## config.mk

```make
export PLATFORM = sky130hd
export DESIGN_NAME = vga_timing_gen_flat
export DESIGN_NICKNAME = d
export VERILOG_FILES = /design/src/rtl/vga_pkg.sv /design/src/rtl/vga_timing_gen_if.sv /design/src/rtl/vga_sync_pipe.sv /design/src/rtl/vga_timing_gen.sv /design/src/flat_wrapper.sv
export SDC_FILE = /design/constraint.sdc
export NUM_CORES = 1
export LEC_CHECK = 0
export ABC_AREA = 1
export CORE_ASPECT_RATIO = 1.75
export CORE_MARGIN = 3
export CORE_UTILIZATION = 42
export CTS_BUF_LIST = sky130_fd_sc_hd__clkbuf_4
export DETAILED_ROUTE_END_ITERATION = 8
export PLACE_DENSITY_LB_ADDON = 0.12
export SETUP_SLACK_MARGIN = 0.05
export SYNTH_ARGS = -nofsm -noshare
export SYNTH_HDL_FRONTEND = slang
export SYNTH_HIERARCHICAL = 1
export SYNTH_SLANG_ARGS = --single-unit
```

## constraint.sdc

```tcl
create_clock -name pclk -period 1.6 [get_ports pclk]
set_input_delay 0.32 -clock pclk [delete_from_list [all_inputs] [get_ports pclk]]
set_output_delay 0.32 -clock pclk [all_outputs]
set_load 0.02 [all_outputs]
```

## src/rtl/vga_pkg.sv

```systemverilog
// Shared VGA timing definitions: 640x480@60 mode defaults, derived totals,
// colour field positions and the sync/enable bundle carried down the pipeline.
package vga_pkg;

  localparam int unsigned DEF_H_ACTIVE = 640;
  localparam int unsigned DEF_H_FP     = 16;
  localparam int unsigned DEF_H_SYNC   = 96;
  localparam int unsigned DEF_H_BP     = 48;
  localparam int unsigned DEF_V_ACTIVE = 480;
  localparam int unsigned DEF_V_FP     = 10;
  localparam int unsigned DEF_V_SYNC   = 2;
  localparam int unsigned DEF_V_BP     = 33;
  localparam int unsigned DEF_DATA_LAT = 1;
  localparam int unsigned DEF_FCNT_W   = 8;

  localparam int unsigned ADDR_W  = 10;
  localparam int unsigned RGB_W   = 24;
  localparam int unsigned COLOR_W = 8;
  localparam int unsigned R_LSB   = 16;
  localparam int unsigned G_LSB   = 8;
  localparam int unsigned B_LSB   = 0;

  // Total period of one axis in counter ticks
  function automatic int unsigned span_total(input int unsigned sync, input int unsigned bp,
                                             input int unsigned act, input int unsigned fp);
    return sync + bp + act + fp;
  endfunction

  // Bits needed to count 0..total-1
  function automatic int unsigned cnt_width(input int unsigned total);
    return (total > 2) ? $clog2(total) : 1;
  endfunction

  localparam int unsigned DEF_H_TOTAL = span_total(DEF_H_SYNC, DEF_H_BP, DEF_H_ACTIVE, DEF_H_FP);
  localparam int unsigned DEF_V_TOTAL = span_total(DEF_V_SYNC, DEF_V_BP, DEF_V_ACTIVE, DEF_V_FP);

  typedef struct packed {
    logic hs;
    logic vs;
    logic de;
  } sync_t;

endpackage

```

## src/rtl/vga_timing_gen_if.sv

```systemverilog
// Pixel request bus between the timing generator and the frame buffer / ROM.
interface vga_timing_gen_if;
  import vga_pkg::*;

  logic [ADDR_W-1:0] h_addr;
  logic [ADDR_W-1:0] v_addr;
  logic              req_valid;
  logic [RGB_W-1:0]  vga_data;

  modport master (output h_addr, output v_addr, output req_valid, input vga_data);
  modport slave  (input h_addr, input v_addr, input req_valid, output vga_data);

endinterface

```

## src/rtl/vga_sync_pipe.sv

```systemverilog
// DEPTH-stage delay line with a loadable reset value; keeps sync/enable in
// step with frame-buffer read latency.
module vga_sync_pipe #(
  parameter int unsigned WIDTH = 3,
  parameter int unsigned DEPTH = 1
) (
  input  logic             clk,
  input  logic             rst_n,
  input  logic [WIDTH-1:0] rst_val,
  input  logic [WIDTH-1:0] din,
  output logic [WIDTH-1:0] dout
);

  logic [WIDTH-1:0] stage [DEPTH];

  always_ff @(posedge clk) begin
    if (!rst_n) begin
      for (int unsigned i = 0; i < DEPTH; i++) stage[i] <= rst_val;
    end else begin
      stage[0] <= din;
      for (int unsigned i = 1; i < DEPTH; i++) stage[i] <= stage[i-1];
    end
  end

  assign dout = stage[DEPTH-1];

endmodule

```

## src/rtl/vga_timing_gen.sv

```systemverilog
// Parametrised VGA timing generator: issues pixel addresses DATA_LAT cycles
// ahead of display and delays sync/enable to line up with returned pixel data.
module vga_timing_gen
  import vga_pkg::*;
#(
  parameter int unsigned H_ACTIVE = DEF_H_ACTIVE,
  parameter int unsigned H_FP     = DEF_H_FP,
  parameter int unsigned H_SYNC   = DEF_H_SYNC,
  parameter int unsigned H_BP     = DEF_H_BP,
  parameter int unsigned V_ACTIVE = DEF_V_ACTIVE,
  parameter int unsigned V_FP     = DEF_V_FP,
  parameter int unsigned V_SYNC   = DEF_V_SYNC,
  parameter int unsigned V_BP     = DEF_V_BP,
  parameter bit          H_POL    = 1'b0,
  parameter bit          V_POL    = 1'b0,
  parameter int unsigned DATA_LAT = DEF_DATA_LAT,
  parameter int unsigned FCNT_W   = DEF_FCNT_W
) (
  input  logic                pclk,
  input  logic                reset_n,
  vga_timing_gen_if.master    fb,
  output logic                hsync,
  output logic                vsync,
  output logic                valid,
  output logic [COLOR_W-1:0]  vga_r,
  output logic [COLOR_W-1:0]  vga_g,
  output logic [COLOR_W-1:0]  vga_b,
  output logic                v_end,
  output logic                frame_start,
  output logic [FCNT_W-1:0]   frame_cnt
);

  localparam int unsigned H_TOTAL = span_total(H_SYNC, H_BP, H_ACTIVE, H_FP);
  localparam int unsigned V_TOTAL = span_total(V_SYNC, V_BP, V_ACTIVE, V_FP);
  localparam int unsigned HC_W    = cnt_width(H_TOTAL);
  localparam int unsigned VC_W    = cnt_width(V_TOTAL);
  localparam int unsigned H_START = H_SYNC + H_BP;
  localparam int unsigned H_END   = H_START + H_ACTIVE;
  localparam int unsigned V_START = V_SYNC + V_BP;
  localparam int unsigned V_END   = V_START + V_ACTIVE;

  logic [HC_W-1:0] h_cnt;
  logic [VC_W-1:0] v_cnt;
  logic            h_last;
  logic            v_last;

  assign h_last = (h_cnt == HC_W'(H_TOTAL - 1));
  assign v_last = (v_cnt == VC_W'(V_TOTAL - 1));

  // Raster counters; reset discards any partial frame
  always_ff @(posedge pclk) begin
    if (!reset_n) begin
      h_cnt     <= '0;
      v_cnt     <= '0;
      frame_cnt <= '0;
    end else if (h_last) begin
      h_cnt <= '0;
      if (v_last) begin
        v_cnt     <= '0;
        frame_cnt <= frame_cnt + FCNT_W'(1);
      end else begin
        v_cnt <= v_cnt + VC_W'(1);
      end
    end else begin
      h_cnt <= h_cnt + HC_W'(1);
    end
  end

  logic            h_act;
  logic            v_act;
  logic            req;
  logic [HC_W-1:0] h_off;
  logic [VC_W-1:0] v_off;
  sync_t           raw;
  sync_t           dly;
  sync_t           rst_val;

  // Request stage; compares are one bit wider so an active region that ends
  // exactly at the total period still decodes correctly
  always_comb begin
    h_act = ({1'b0, h_cnt} >= (HC_W+1)'(H_START)) && ({1'b0, h_cnt} < (HC_W+1)'(H_END));
    v_act = ({1'b0, v_cnt} >= (VC_W+1)'(V_START)) && ({1'b0, v_cnt} < (VC_W+1)'(V_END));
    req   = h_act && v_act;
    h_off = h_cnt - HC_W'(H_START);
    v_off = v_cnt - VC_W'(V_START);
    fb.req_valid = req;
    fb.h_addr    = '0;
    fb.v_addr    = '0;
    if (req) begin
      fb.h_addr = ADDR_W'(h_off);
      fb.v_addr = ADDR_W'(v_off);
    end
    raw.hs = (h_cnt < HC_W'(H_SYNC)) ? H_POL : ~H_POL;
    raw.vs = (v_cnt < VC_W'(V_SYNC)) ? V_POL : ~V_POL;
    raw.de = req;
  end

  assign rst_val = '{hs: ~H_POL, vs: ~V_POL, de: 1'b0};

  vga_sync_pipe #(
    .WIDTH ($bits(sync_t)),
    .DEPTH (DATA_LAT)
  ) u_sync_pipe (
    .clk     (pclk),
    .rst_n   (reset_n),
    .rst_val (rst_val),
    .din     (raw),
    .dout    (dly)
  );

  assign hsync = dly.hs;
  assign vsync = dly.vs;
  assign valid = dly.de;

  assign vga_r = dly.de ? fb.vga_data[R_LSB +: COLOR_W] : '0;
  assign vga_g = dly.de ? fb.vga_data[G_LSB +: COLOR_W] : '0;
  assign vga_b = dly.de ? fb.vga_data[B_LSB +: COLOR_W] : '0;

  assign v_end       = ~v_act;
  assign frame_start = (h_cnt == '0) && (v_cnt == '0) && reset_n;

endmodule

```

## src/flat_wrapper.sv

```systemverilog
// flat-port wrapper written by rule: the top's interface ports become plain ports
module vga_timing_gen_flat import vga_pkg::*;
#(
  parameter int unsigned H_ACTIVE = DEF_H_ACTIVE,
  parameter int unsigned H_FP     = DEF_H_FP,
  parameter int unsigned H_SYNC   = DEF_H_SYNC,
  parameter int unsigned H_BP     = DEF_H_BP,
  parameter int unsigned V_ACTIVE = DEF_V_ACTIVE,
  parameter int unsigned V_FP     = DEF_V_FP,
  parameter int unsigned V_SYNC   = DEF_V_SYNC,
  parameter int unsigned V_BP     = DEF_V_BP,
  parameter bit          H_POL    = 1'b0,
  parameter bit          V_POL    = 1'b0,
  parameter int unsigned DATA_LAT = DEF_DATA_LAT,
  parameter int unsigned FCNT_W   = DEF_FCNT_W
)
  (pclk, reset_n, hsync, vsync, valid, vga_r, vga_g, vga_b, v_end, frame_start, frame_cnt, fb_h_addr, fb_v_addr, fb_req_valid, fb_vga_data);
  vga_timing_gen_if fb_i ();
  input  logic pclk;
  input  logic reset_n;
  output logic hsync;
  output logic vsync;
  output logic valid;
  output logic [COLOR_W-1:0] vga_r;
  output logic [COLOR_W-1:0] vga_g;
  output logic [COLOR_W-1:0] vga_b;
  output logic v_end;
  output logic frame_start;
  output logic [FCNT_W-1:0] frame_cnt;
  output wire logic [$bits(fb_i.h_addr)-1:0] fb_h_addr;
  output wire logic [$bits(fb_i.v_addr)-1:0] fb_v_addr;
  output wire logic [$bits(fb_i.req_valid)-1:0] fb_req_valid;
  input wire logic [$bits(fb_i.vga_data)-1:0] fb_vga_data;
  assign fb_h_addr = fb_i.h_addr;
  assign fb_v_addr = fb_i.v_addr;
  assign fb_req_valid = fb_i.req_valid;
  assign fb_i.vga_data = fb_vga_data;
  vga_timing_gen #(.H_ACTIVE(H_ACTIVE), .H_FP(H_FP), .H_SYNC(H_SYNC), .H_BP(H_BP), .V_ACTIVE(V_ACTIVE), .V_FP(V_FP), .V_SYNC(V_SYNC), .V_BP(V_BP), .H_POL(H_POL), .V_POL(V_POL), .DATA_LAT(DATA_LAT), .FCNT_W(FCNT_W)) u_core (.pclk(pclk), .reset_n(reset_n), .fb(fb_i), .hsync(hsync), .vsync(vsync), .valid(valid), .vga_r(vga_r), .vga_g(vga_g), .vga_b(vga_b), .v_end(v_end), .frame_start(frame_start), .frame_cnt(frame_cnt));
endmodule
```

==> run metrics, run 1 <==
outcome=complete, but fails checks; violated checks=design-rule violations, negative setup slack; required time worst endpoint=around 1.3 ns; clk sink count=31; kind of end point of the critical path=output pin; CP top delay family=simple AND/OR/NAND/NOR gates; Peak VDD IR=~0.66 mV; hold crit path type=reg2reg; global router's overall resource usage=29.49%; number of input and output port buffers inserted=83; DRT Wirelength=13200 µm; multi-input gate area in the final layout=1997 µm²; Cell Pwr Density=around 370 nW/µm²; clk root buf=clkbuf_4; wire length of the first global-routing pass=15540 µm; post-detailed-placement cell area=3991 µm²; Static Leakage=approximately 2.5 nW; number of global-route vias before repair=around 3300; WL per Instance=between 20 and 25 µm; maximum clock skew at final layout=0.006305 ns; per-cell via count in the routed design=about 5.5; layout net count=~620; final cell count without fillers=655; via count=3632; Syn Area/Cell=between 6 and 7 µm²; RSZ-0062 raised after global routing=yes; Iter 0 DRT Violations=316; xor-xnor portion of the synthesized cell area=4.113%; Worst Setup Slack, final=-0.6703 ns; die width=62.45 µm; number of different library cells in the post-synthesis netlist=30; register bit count reported by yosys=31; TritonCTS clock tree=built; Starting Density=43.84%; number of max-cap violations=0; GP Congestion=0.8570; total congestion overflow after global routing=0; Antenna Cells=0; synthesis-to-layout area growth=103.4%; cell with the largest stage delay on the worst path=dfxtp_2; H-tree depth=2; type of the setup path with the least slack=reg2out; I/O pin count=84; Syn. warnings=6; critical path depth=10; worst hold path cell count=2; worst slack at placement=-0.6706 ns; row cnt=35; Post-Syn Area=about 2300 µm²; Buffers & Inverters on Critical Path=3; area inside the core boundary=5343 µm²; Total Power Consumption=1.770 mW; endpoints failing hold=0; Sum Neg Setup Slack=-17.23 ns; critical path arrival=between 1.5 and 2 ns; CP peak stage delay=between 0.3 and 0.4 ns; fraction of final layout cells sized beyond drive strength 1=49.23%; length of the first detailed-routing pass in iterations=9; number of instances in the synthesized netlist=between 300 and 400; largest net degree at the start of global routing=26; Finish-stage setup viols=40; placed cells=between 600 and 700; filler instances=~260; worst-case reg-to-reg path depth=12; hold buffer count at cts=0; Synth Area in Compound Gates=5.502%; synthesized-area fraction occupied by and/or/nand/nor cells=a little under half; number of antenna violations at the first check in global routing=0; sum of net half-perimeters after detailed placement=6130 µm; register area share after synthesis=26.50%; total DRC errors in the routed layout=1; Max clock buf depth=2; height of the die=104.8 µm; share of cell area taken by muxes after synthesis=0%; clock period minus worst slack=2.270 ns; f_max=440.5 MHz; max-slew violations=0; total CTS buffers=5; clock insertion delay at the later pin of the skew report=~0.34 ns; series of cell instances along the critical path=inv_2 > ha_4 > nand2_4 > nor2_4 > nand2_2 > nand2_2 > nand4_4 > buf_8 > nor2_4 > buf_6; clock-pin slew of the registers on the worst-case setup and hold paths=approximately 0.11 ns; share of the clock period used by the worst path after layout=141.9%; post-layout instance area=4763 µm²; dominant combinational cell family by area after synthesis=simple AND/OR/NAND/NOR gates; CP max FO=6; post-route ant nets=0; die footprint=6544 µm²; kind of start point of the critical path=flip-flop; share of synthesized cell area in full adder, half adder and majority cells=approximately 4.8%; area used by sequential logic in the layout=646.9 µm²
where the power goes:
group / leakage (nW) / switching [mW] / total, mW / internal, mW
registers: 0.257 / 0.00908 / 0.784 / 0.775
logic: 2.18 / 0.173 / 0.333 / 0.159
clock network: 0.0452 / 0.324 / 0.652 / 0.329
registers in the layout, summed over array words and instances, names as in the netlist:
name                      count
u_core/v_cnt                 10
u_core/h_cnt                 10
u_core/u_sync_pipe/stage      3
u_core/frame_cnt              8
layer usage:
layer | vias up | wire (µm) | track usage, %
met5 | - | 0 | 0
met4 | 0 | 888 | 15.01
met3 | 85 | 945 | 4.301
met2 | 276 | 7041 | 59.66
met1 | 1707 | 4319 | 27.24
li1 | 1564 | - | -
worst min-delay path: stages, from the launching register on:
cell	delay [ns]
dfxtp_1	0.36
nand2_1	0.08
a21oi_1	0.06
cell usage after synthesis, drive strengths merged:
library cell / count / area, µm²
dfxtp: 31 / 620.6
nor3: 5 / 30.03
nand4: 7 / 50.05
a21oi: 15 / 75.07
clkbuf: 2 / 7.510
buf: 7 / 62.56
clkinv: 1 / 3.750
nand2: 131 / 516.7
ha: 9 / 112.6
xor2: 7 / 61.31
nor3b: 2 / 15.01
inv: 61 / 229.0
nor2: 66 / 316.5
nand3: 25 / 130.1
o21ai: 10 / 53.80
nand3b: 2 / 15.01
xnor2: 4 / 35.03
conb: 2 / 7.510
per-stage QoR:
stage               hold WS (ns)  util [%]
finish                    0.5338     89.16
global route              0.5632     89.16
CTS                       0.5189     85.15
detailed placement        0.4978     74.71
global placement          0.4711     74.71
floorplan                 0.4260         -
worst paths after layout:
check | from | to | slack (ns)
max | u_core/h_cnt[1] | fb_h_addr[4] | -0.67
min | u_core/frame_cnt[6] | u_core/frame_cnt[6] | 0.53
max reg2reg | u_core/v_cnt[7] | u_core/u_sync_pipe/stage[0][0] | -0.41
min reg2reg | u_core/frame_cnt[6] | u_core/frame_cnt[6] | 0.53
area by class of cell:
cell class              instances  area share, %
multi-input cells             287          41.92
repair buffers                193          35.67
flip-flops and latches         31          13.58
inverters                      62          5.175
clock inverters                 3         0.9194
well taps                      74          1.944
clock buffers                   5         0.7880
logic make-up after synthesis:
family          Yosys count
other cells               2
buf+inv                  71
flops                    31
fa+ha+maj                 9
xor+xnor                 11
compound gates           25
simple gates            238
timing repair:
action / in CTS / in global routing
cloned: 3 / 1
buffers inserted: 18 / 19
pin swaps: 35 / 31
gates resized for setup: 303 / 82
setup endpoints to repair: 75 / 75
cell usage in the layout, fill, tap and decap left out, drive strengths merged:
master         count
xor2               7
inv               60
clkdlybuf4s50     25
o21ai             10
nor2              67
ha                 9
dlygate4sd2       10
clkbuf             6
nand3             25
nand2            131
xnor2              4
nand3b             2
clkinv             3
conb               3
a21oi             15
buf              156
clkinvlp           1
nand4              7
nor3               5
nor3b              2
bufinv             1
clkdlybuf4s15      1
dfxtp             31
(Power assumes the default switching activity.)
==> run 2, diff against run 1 <==
- CORE_MARGIN: 3 -> 8
- HOLD_SLACK_MARGIN: not set -> 0.08
==> run 2 against run 1 <==
  * The run ends with negative setup slack left
  * Via count shrank 7.8%
  * Register-to-register slack gained 0.26 ns
  * First-iteration DRC count shrank 27%
  * Highest routed layer unchanged
  * Largest cell class unchanged
  * Die area grew 27%
  * Final cell count shrank 1.5%
  * Largest power group unchanged
  * Combinational power grew 2%
  * Core utilization shrank 3.7 points
==> run metrics, run 2 (synthesis gave the netlist of run 1 again) <==
launch point of the critical path=u_core/v_cnt[2]; Reg-to-Reg End=u_core/u_sync_pipe/stage[0][0]; max-slew violations=0; net load switching power=slightly below 500 µW; hold crit path type=reg2reg; post-detailed-placement cell area=3986 µm²; placed cells=613; Sum Neg Setup Slack=-13.89 ns; clk root buf=clkbuf_4; minimum hold slack=0.5243 ns; critical path depth=10; reg-to-reg startpoint=u_core/v_cnt[2]; number of global-route vias before repair=3216; required time worst endpoint=1.28 ns; length of the first detailed-routing pass in iterations=6; post-route ant nets=0; die width=approximately 72 µm; WL per Instance=17.53 µm; post-layout instance area=4698 µm²; Starting Density=between 40% and 50%; worst hold path cell count=2; H-tree depth=2; Finish-stage setup viols=36; kind of start point of the critical path=flip-flop; per-cell via count in the routed design=between 5 and 6; die footprint=8317 µm²; GP Congestion=0.9136; clock-pin slew of the registers on the worst-case setup and hold paths=about 0.11 ns; largest registers=u_core/h_cnt (10), u_core/v_cnt (10), u_core/frame_cnt (8); part of the total power dissipated in sequential elements=48.5%; Total Power Consumption=~1.6 mW; DRT Wirelength=11310 µm; endpoints failing hold=0; via count=3348; I/O pin count=84; area inside the core boundary=between 5000 and 6000 µm²; clk sink count=31; kind of end point of the critical path=output pin; sum of net half-perimeters after detailed placement=6415 µm; CP max FO=4; share of the clock period used by the worst path after layout=140.3%; worst setup slack for register-to-register paths=-0.15 ns; critical path arrival=1.93 ns; synthesis-to-layout area growth=100.6%; Worst Setup Slack, final=-0.6453 ns; worst-case reg-to-reg path depth=12; Buffers & Inverters on Critical Path=5; Top cell by count, worst path=buf_6; Antenna Cells=0; clock insertion delay at the later pin of the skew report=0.34 ns; number of input and output port buffers inserted=83; combinational power share=about a fifth; most common cell after layout, fill and taps aside=nand2_1; CP top delay family=buffers and inverters; relative contribution of the clock network to total power=between 30% and 40%; type of the setup path with the least slack=reg2out; clock period minus worst slack=2.245 ns; global router's overall resource usage=22.72%; largest net degree at the start of global routing=26; fraction of the core area covered by cells at the end of the flow=85.50%; CP peak stage delay=0.35 ns; Max clock buf depth=2; worst slack at placement=-0.6654 ns; commonest cells after routing, fill and taps aside=102 x nand2_1, 75 x buf_4, 47 x inv_1; hold buffer count at cts=0; maximum clock skew at final layout=0.009938 ns; filler instances=around 320; total congestion overflow after global routing=0; capture point of the worst path=fb_req_valid; Peak VDD IR=0.3904 mV; cell with the largest stage delay on the worst path=dfxtp_2; f_max=445.4 MHz; Iter 0 DRT Violations=230; layout net count=about 600; number of max-cap violations=0; number of antenna violations at the first check in global routing=0; fraction of final layout cells sized beyond drive strength 1=48.51%; series of cell instances along the critical path=nor2_4 > buf_6 > nand3_2 > nand2_2 > nand2_4 > nand4_4 > buf_12 > buf_8 > clkinvlp_4 > buf_6; outcome=complete, but fails checks; height of the die=between 100 and 150 µm; violated checks=negative setup slack; final cell count without fillers=645; Static Leakage=2.397 nW; Pint=1.139 mW; RSZ-0062 raised after global routing=yes; Cell Pwr Density=345.0 nW/µm²; switching share of total power=between 20% and 30%; row cnt=36; total CTS buffers=5; TritonCTS clock tree=built; wire length of the first global-routing pass=~15000 µm; total DRC errors in the routed layout=0
run 2: what timing repair did:
item | 4_1_cts | 5_1_grt
setup buffers | 18 | 7
gates resized for setup | 295 | 74
hold endpoints to repair | 0 | 0
cloned | 2 | 2
pin swaps | 40 | 24
endpoints found under the setup margin | 76 | 72
run 2: how the worst min path moves through the flow:
| stage | start | to | slack [ns] |
|---|---|---|---|
| global route | u_core/h_cnt[0] | u_core/h_cnt[0] | 0.56 |
| global placement | u_core/frame_cnt[7] | u_core/frame_cnt[7] | 0.47 |
| finish | u_core/frame_cnt[4] | u_core/frame_cnt[4] | 0.52 |
| floorplan | reset_n | u_core/u_sync_pipe/stage[0][1] | 0.43 |
| CTS | u_core/frame_cnt[4] | u_core/frame_cnt[4] | 0.52 |
| detailed placement | u_core/frame_cnt[4] | u_core/frame_cnt[4] | 0.50 |
run 2: final cells by class:
class,count,area [µm²],share of cell area (%)
timing repair buffer,180,1643,34.97
multi-input combinational,288,2008,42.74
tap,76,95.09,2.024
sequential,31,645.6,13.74
clock inverter,2,12.51,0.2663
inverter,62,249.0,5.300
clock buffer,6,45.04,0.9587
run 2: worst min-delay path: cells and delay by family (launching register included):
family | cells | cell delay, ns
compound gates | 1 | 0.05
flops | 1 | 0.35
simple gates | 1 | 0.09
run 2: per-layer routing:
layer  GRT usage [%]  vias up  part of all wire, %
met4           10.62        0                  4.2
met5               0        -                    0
li1                -     1534                    -
met2           46.40      188                   56
met1           20.07     1580                   34
met3           4.017       46                  6.4
run 2: power by group through the flow:
stage	Sequential (mW)	Clock, mW	Combinational (mW)
5_1_grt	0.787	0.533	0.360
3_3_place_gp	0.801	0	0.273
3_5_place_dp	0.801	0	0.276
4_1_cts	0.784	0.491	0.303
6_report	0.786	0.494	0.341
2_1_floorplan	0.809	0	0.0980
==> run 3, diff against run 2 <==
- CAP_MARGIN: not set -> 40
==> results of run 3 <==
Same layout as run 2: the final DEF is identical, and so are final timing and power.
